File: config.mk
export PLATFORM = sky130hd
export DESIGN_NAME = part_reg_chain
export DESIGN_NICKNAME = d
export VERILOG_FILES = /design/src/rtl/part_reg_chain.sv
export SDC_FILE = /design/constraint.sdc
export NUM_CORES = 1
export LEC_CHECK = 0
export CAP_MARGIN = 20
export CORE_ASPECT_RATIO = 1.25
export CORE_UTILIZATION = 30
export CTS_CLUSTER_DIAMETER = 30
export DETAILED_ROUTE_END_ITERATION = 12
export HOLD_SLACK_MARGIN = 0.12
export PLACE_DENSITY = 0.62
export SLEW_MARGIN = 20
export SYNTH_ARGS = -nofsm -noshare
export SYNTH_HDL_FRONTEND = slang
export SYNTH_SLANG_ARGS = --single-unit
File: constraint.sdc
create_clock -name clock -period 4.4 [get_ports clock]
set_clock_uncertainty 0.05 [all_clocks]
set_input_delay 0.88 -clock clock [delete_from_list [all_inputs] [get_ports clock]]
set_output_delay 0.88 -clock clock [all_outputs]
set_load 0.01 [all_outputs]
File: src/rtl/part_reg_chain.sv
// Elastic register chain of DEPTH WIDTH-bit stages with bubble collapse, clear/hold/output-enable
// controls and, in MODE 1, a transparent bypass that serves the consumer directly when empty.
module part_reg_chain #(
    parameter int WIDTH = 6,
    parameter int DEPTH = 4,
    parameter int MODE  = 0
) (
    input  logic                       clock,
    input  logic                       reset,
    input  logic                       clr_n,
    input  logic                       hold_n,
    input  logic                       oenb_n,
    input  logic                       in_valid,
    input  logic [WIDTH-1:0]           in_data,
    output logic                       in_ready,
    output logic                       out_valid,
    output logic [WIDTH-1:0]           out_data,
    input  logic                       out_ready,
    output logic [$clog2(DEPTH+1)-1:0] level
);
    localparam int LW        = $clog2(DEPTH + 1);
    localparam bit BYPASS_EN = (MODE == 1);

    logic [DEPTH-1:0] r_valid;
    logic [WIDTH-1:0] r_data [DEPTH];
    logic [LW-1:0]    r_level;

    logic             w_hold_ok;
    logic             w_run;
    logic             w_out_en;
    logic             w_pop_en;
    logic             w_bypass;
    logic             w_bypass_xfer;
    logic             w_push;
    logic             w_pop_st;
    logic [DEPTH-1:0] w_adv;

    assign w_hold_ok = !reset && hold_n;
    assign w_run     = w_hold_ok && clr_n;
    assign w_out_en  = w_hold_ok && !oenb_n;
    assign w_pop_en  = w_run && !oenb_n && out_ready;
    assign w_bypass  = BYPASS_EN && w_run && !oenb_n && in_valid && !(|r_valid);

    // A stage advances if a bubble lies anywhere downstream, or everything downstream is full and the head pops.
    always_comb begin
        logic w_full_below;
        w_adv        = {DEPTH{1'b0}};
        w_full_below = 1'b1;
        for (int k = DEPTH - 1; k >= 0; k--) begin
            w_adv[k]     = r_valid[k] && w_run && (!w_full_below || w_pop_en);
            w_full_below = w_full_below && r_valid[k];
        end
    end

    assign in_ready      = w_run && (!r_valid[0] || w_adv[0]);
    assign out_valid     = w_out_en && (r_valid[DEPTH-1] || w_bypass);
    assign w_bypass_xfer = w_bypass && out_ready;
    assign w_push        = in_valid && in_ready && !w_bypass_xfer;
    assign w_pop_st      = w_adv[DEPTH-1];
    assign level         = reset ? {LW{1'b0}} : r_level;

    // Head word select; forced to zero whenever nothing is presented.
    always_comb begin
        if (!out_valid) begin
            out_data = {WIDTH{1'b0}};
        end else if (w_bypass) begin
            out_data = in_data;
        end else begin
            out_data = r_data[DEPTH-1];
        end
    end

    // Stage registers and occupancy; reset and clear both wipe data as well as valid bits.
    always_ff @(posedge clock) begin
        if (reset || !clr_n) begin
            r_valid <= {DEPTH{1'b0}};
            r_level <= {LW{1'b0}};
            for (int k = 0; k < DEPTH; k++) begin
                r_data[k] <= {WIDTH{1'b0}};
            end
        end else if (hold_n) begin
            if (w_push) begin
                r_valid[0] <= 1'b1;
                r_data[0]  <= in_data;
            end else if (w_adv[0]) begin
                r_valid[0] <= 1'b0;
            end
            for (int k = 1; k < DEPTH; k++) begin
                if (w_adv[k-1]) begin
                    r_valid[k] <= 1'b1;
                    r_data[k]  <= r_data[k-1];
                end else if (w_adv[k]) begin
                    r_valid[k] <= 1'b0;
                end
            end
            r_level <= r_level + LW'(w_push) - LW'(w_pop_st);
        end
    end
endmodule

==> results.md, run 1 <==
* GR Layer Usage met1 at 10.21%
* Cell Area, Placed at 1762 um2
* Final Wtd Congestion at 0.7568
* Reg2reg end: r_level[2]$_SDFFE_PP0P_
* Post-synth ARST share at 0%
* H-tree level count at 2
* Slowest CP cell: clkdlybuf4s50_1
* Number of synthesized flops with an enable pin at 24
* Clk slew on worst S/H paths at 0.06 ns
* Crit path cell chain: clkdlybuf4s50_1 -> inv_2 -> nor4_4 -> and2_1 -> clkdlybuf4s50_1
* DRC errors left at 0
* Post-synthesis compound-gate area fraction at 10.11%
* Pin count of the biggest net entering global routing at 14
* Max Cap Viol at 0
* Startpoint types: input pin
* Crit. Startpoint: hold_n
* Status: completed
* Pwr per Cell Area at 308.3 nW/um2
* Multiplexer share of the synthesized area at 0.6797%
* Die height at 80.34 um
* # port buffers at 23
* Total track usage at 11.18%
* Average routed wire per standard cell at 11.38 um
* Ys Warns at 0
* Routed wire length at 2321 um
* Finished Cell Area at 1839 um2
* Syn_nets at 132
* First-pass GRT wire length at 4174 um
* Placeable Area at 4730 um2
* Leakage at 0.6862 nW
* Register area share after synthesis at 58.45%
* Most used cell, CP: clkdlybuf4s50_1
* Worst-margin pin slew at 0.7805 ns
* Reg2reg path depth at 11
* Vias at 935
* Ports at 24
* Skew-Pair Late Insertion Delay at 0.28 ns
* Top-count cell post-synth: and2_1
* RSZ-0062 raised after global routing: no
* Total CTS buffers at 5
* TNS Setup at 0 ns
* Tcrit/Tclk final at 79.73%
* Reg2reg start: r_valid[3]$_SDFFE_PP0P_
* Ys flop type: edfxtp_1
* XOR/XNOR share of the synthesized area at 0.5947%
* Initial antenna violation count at 0
* Vias in the first global route at 962
* Layout area overhead at 24.89%
* Unique masters post-synth at 35
* Synth Area in Simple Gates at 24.21%
* Flops & latches, synth at 31
* Post_cts resized at 0
* Final layout net count at 160
* Critical Path End Type: output pin
* CTS Sinks at 31
* GR Layer Usage met3 at 4.688%
* First-pass DRT Iterations at 3
* GR peak layer: met2
* Antenna Cells at 0
* CTS Root Cell: clkbuf_8
* Kind of critical path: in -> out
* Global route total overflow at 0
* Antenna Violating Nets Remaining at 0
* CTS tree: done
* Largest family of logic cells by synthesized area: simple AND/OR/NAND/NOR gates
* Placement Rows at 28
* Post-CTS setup buffer count at 0
* Max Clock Freq at 285.1 MHz
* Cell Area, Synth at 1473 um2
* Final Max Tran Viols at 0
* Fillers at 473
* Post-synthesis adder-cell area fraction at 3.059%
* Dpl hpwl at 1761 um
* Fraction of layout instances using a drive strength above 1 at 13.19%
* Top cells by area, synth: edfxtp_1 (49%), and2_1 (11%), dfxtp_1 (9.5%)
* Worst rel slew slack at 47.41%
* Minimum clock period at 3.508 ns
* Die area at 5195 um2
* Mapped Avg Cell Area at 12.70 um2
* Max incr delay on CP at 0.53 ns
* Initial Util at 31.14%
* Via density per instance at 4.583
* Max FO, Critical Path at 8
* First DRT Iteration DRCs at 20
* Peak VDD IR at 0.1152 mV
* Synth top cells by count: and2_1 (25), edfxtp_1 (24), and3_1 (8)
* Die Span X at 64.67 um
* Worst R2R Setup Slack at 1.98 ns
* Synth top area share at 48.94%
* Area leader, netlist: edfxtp_1
* Final Hold Fails at 0
* Worst Hold Class: reg -> reg
* Cts hold-fix bufs at 0
* GRT met2 Usage at 20.32%
* CP Data Required Time at 3.47 ns
* Arr. time, crit path at 2.58 ns
* Final setup fails at 0
* Mapped Cells at 116
* Clock Path Buffers at 2
* Worst Setup EP: out_data[5]
-- worst min-delay path by stage --
stage	start	end	slack (ns)	depth (start not counted)
after global placement	r_level[2]$_SDFFE_PP0P_	r_level[2]$_SDFFE_PP0P_	0.43	2
after detailed placement	r_level[2]$_SDFFE_PP0P_	r_level[2]$_SDFFE_PP0P_	0.44	2
after global routing	r_level[2]$_SDFFE_PP0P_	r_level[2]$_SDFFE_PP0P_	0.48	2
final	r_level[2]$_SDFFE_PP0P_	r_level[2]$_SDFFE_PP0P_	0.45	2
after CTS	r_level[2]$_SDFFE_PP0P_	r_level[2]$_SDFFE_PP0P_	0.45	2
after floorplan	r_level[2]$_SDFFE_PP0P_	r_level[2]$_SDFFE_PP0P_	0.42	2
-- power breakdown --
part	switching (W)	internal, W	leakage [nW]	total [W]
Sequential	0.00000279	0.000326	0.325	0.000329
Clock	0.0000976	0.000105	0.0414	0.000203
Combinational	0.0000184	0.0000174	0.320	0.0000358
-- registers in the layout, summed over array words and instances (netlist names) --
signal and count:
r_valid 4, r_data 24, r_level 3
-- layout make-up --
class	count	area (um2)	area share, %
Clock buffer	5	68.82	3.742
Clock inverter	2	8.758	0.4762
Multi-Input combinational cell	77	569.3	30.95
Tap cell	60	75.07	4.082
Timing Repair Buffer	24	237.7	12.93
Sequential cell	31	860.8	46.80
Inverter	5	18.77	1.020
-- metrics by stage --
step | instances | util, % | setup slack [ns] | total power (W) | hold slack, ns
5_1_grt | 204 | 38.89 | 0.7884 | 0.0005924 | 0.4836
4_1_cts | 204 | 38.89 | 0.8477 | 0.0005748 | 0.4484
3_5_place_dp | 197 | 37.25 | 0.8506 | 0.0003714 | 0.4398
6_report | 204 | 38.89 | 0.8920 | 0.0005671 | 0.4458
3_3_place_gp | 197 | 37.25 | 0.8722 | 0.0003699 | 0.4295
2_1_floorplan | 116 | - | 1.566 | 0.0003535 | 0.4191
-- layout by cell type (no fill, tap or decap), types with 2 or more instances in the layout --
master,Yosys,layout
and2_1,25,25
edfxtp_1,24,24
clkdlybuf4s50_1,0,23
and3_1,8,8
nand2_1,7,7
dfxtp_1,7,7
clkbuf_8,0,5
inv_1,4,4
nor2b_1,4,4
o21ai_0,3,3
nor2_1,3,3
a21oi_1,3,3
nand2b_4,2,2
a31o_2,2,2
ha_1,2,2
-- kinds of logic after synthesis --
logic type               count (synthesis)
adder cells (fa/ha/maj)                  3
buffers and inverters                    8
AND/OR/NAND/NOR                         55
AO/OA/AOI/OAI                           17
multiplexers                             1
XOR/XNOR                                 1
flip-flops                              31
-- critical path: cells and delay by family --
family	cells	cell delay, ns
AND/OR/NAND/NOR	2	0.58
buffers and inverters	3	1.12
-- layer usage --
layer,vias up,routed length (um)
li1,474,-
met1,435,913
met2,22,1253
met3,4,113
met4,0,40
met5,-,0
No activity file was read; power rests on OpenSTA's default activity.
==> inputs of run 2 (changes only) <==
Settings changed: PLACE_DENSITY 0.62 to 0.64.
Clock period 4.4 ns to 2.9 ns, I/O delays scaled along.
==> run 2 against run 1 <==
Effect of this change:
- final area rose by 7.7%
- die area unchanged
- flip-flop and latch count unchanged
- first-iteration DRC count shrank 30%
- register-to-register slack got worse by 1.4 ns
- combinational power increased by 85%
- routed wire length increased by 2.8%
- worst setup slack lost 0.77 ns
- worst hold slack improved by 0.013 ns
- sequential share of layout area down 3.3 points
- critical path type unchanged
- largest power group unchanged
==> results.md, run 2 (synthesis results as in run 1) <==
* Antenna Cells at 0
* Worst R2R Setup Slack at 0.56 ns
* Biggest regs: r_data x24, r_valid x4, r_level x3
* Via density per instance at 4.633
* Die Span X at 64.67 um
* Total track usage at 10.79%
* Initial antenna violation count at 0
* Arr. time, crit path at 2.15 ns
* Final layout net count at 173
* Minimum clock period at 2.777 ns
* Placeable Area at 4730 um2
* Startpoint types: input pin
* Final Wtd Congestion at 0.7713
* CP Data Required Time at 2.27 ns
* Final Max Tran Viols at 0
* Leakage at 0.8753 nW
* Dpl hpwl at 1823 um
* Global route total overflow at 0
* Total CTS buffers at 5
* Clock Path Buffers at 2
* Fillers at 451
* Register with the most flip-flops: r_data
* Cts hold-fix bufs at 0
* First DRT Iteration DRCs at 14
* Pwr per Cell Area at 492.1 nW/um2
* Power Internal at 0.0007811 W
* First-pass GRT wire length at 4264 um
* Worst Hold Class: reg -> reg
* Initial Util at 31.14%
* Tcrit/Tclk final at 95.75%
* Max Clock Freq at 360.1 MHz
* Vias in the first global route at 1,003
* Die area at 5195 um2
* RSZ-0062 raised after global routing: no
* Clk slew on worst S/H paths at 0.07 ns
* Max Cap Viol at 0
* First-pass DRT Iterations at 4
* Fraction of layout instances using a drive strength above 1 at 20.89%
* Placement Rows at 28
* Average routed wire per standard cell at 10.94 um
* Psw at 0.0001936 W
* Cell Count, Final, Fillers Out at 218
* Max FO, Critical Path at 7
* Worst rel slew slack at 76.09%
* Pin count of the biggest net entering global routing at 11
* Commonest non-fill, non-tap cell in the layout: and2_1
* Routed wire length at 2386 um
* Skew-Pair Late Insertion Delay at 0.28 ns
* Antenna Violating Nets Remaining at 0
* Peak VDD IR at 0.3018 mV
* Layout area overhead at 34.49%
* Final setup fails at 0
* Worst-margin pin slew at 0.3559 ns
* H-tree level count at 2
* Max reg flops at 24
* CTS Sinks at 31
* Seq pwr share at 51.2%
* CTS Root Cell: clkbuf_8
* Kind of critical path: in -> out
* DRC errors left at 0
* CTS tree: done
* Die height at 80.34 um
* Vias at 1,010
* Status: completed
* Comb power frac at 6.8%
* Most frequent cells in the layout: and2_1 (25), edfxtp_1 (24), clkdlybuf4s50_1 (16), buf_4 (14), and3_1 (8)
* # port buffers at 23
* Final Power at 0.0009748 W
* Final Hold Fails at 0
* Clk network pwr share at 42.0%
* Switching share of power at 19.87%
* Placed insts at 210
* Ports at 24
* Critical Path End Type: output pin
-- run 2: layer usage --
| metal | GRT usage [%] | vias up | part of all wire [%] |
|---|---|---|---|
| li1 | - | 496 | - |
| met3 | 3.835 | 5 | 4.9 |
| met5 | 0 | - | 0 |
| met2 | 19.89 | 23 | 54 |
| met4 | 4.000 | 0 | 1.0 |
| met1 | 11.00 | 486 | 41 |
-- run 2: final timing paths --
path                                 from                 endpoint  cells after the start
setup / recovery                   oenb_n                out_valid                      4
hold / removal    r_valid[2]$_SDFFE_PP0P_  r_valid[3]$_SDFFE_PP0P_                      2
setup reg to reg  r_valid[3]$_SDFFE_PP0P_  r_level[2]$_SDFFE_PP0P_                     11
hold reg to reg   r_valid[2]$_SDFFE_PP0P_  r_valid[3]$_SDFFE_PP0P_                      2
-- run 2: worst max-delay path, stage by stage --
cell	delay, ns
clkdlybuf4s50_1	0.42
buf_4	0.15
nor4_4	0.39
clkdlybuf4s50_1	0.61
-- run 2: power by group through the flow --
stage,sequential (W),clock [W],combinational (W)
floorplan,0.000507,0,0.0000294
global placement,0.000508,0,0.0000656
detailed placement,0.000509,0,0.0000669
CTS,0.000499,0.000420,0.0000668
global route,0.000500,0.000443,0.0000726
finish,0.000499,0.000410,0.0000662
-- run 2: final cells by class --
cell class                 count  area [um2]  area share [%]
clock buffer                   5       68.82           3.474
clock inverter                 3       38.79           1.958
inverter                       5       18.77          0.9476
multi-input combinational     77       569.3           28.74
sequential                    31       860.8           43.46
tap                           60       75.07           3.790
timing repair buffer          37       349.1           17.62
-- run 2: repair_timing --
| item | 4_1_cts | 5_1_grt |
|---|---|---|
| setup endpoints to repair | 6 | 6 |
| setup buffers | 0 | 0 |
| pin swaps | 1 | 1 |
| gates resized for setup | 1 | 6 |
-- run 2: through the flow --
stage	hold WS [ns]	setup slack, ns	utilization [%]	instance area, um2	setup TNS [ns]
floorplan	0.4191	0.3663	-	1473	0
global placement	0.4331	-0.03560	39.31	1859	-0.1666
detailed placement	0.4495	-0.1045	39.31	1859	-0.4999
CTS	0.4558	0.002458	41.56	1966	0
global route	0.4758	0.05194	41.88	1981	0
finish	0.4592	0.1234	41.88	1981	0
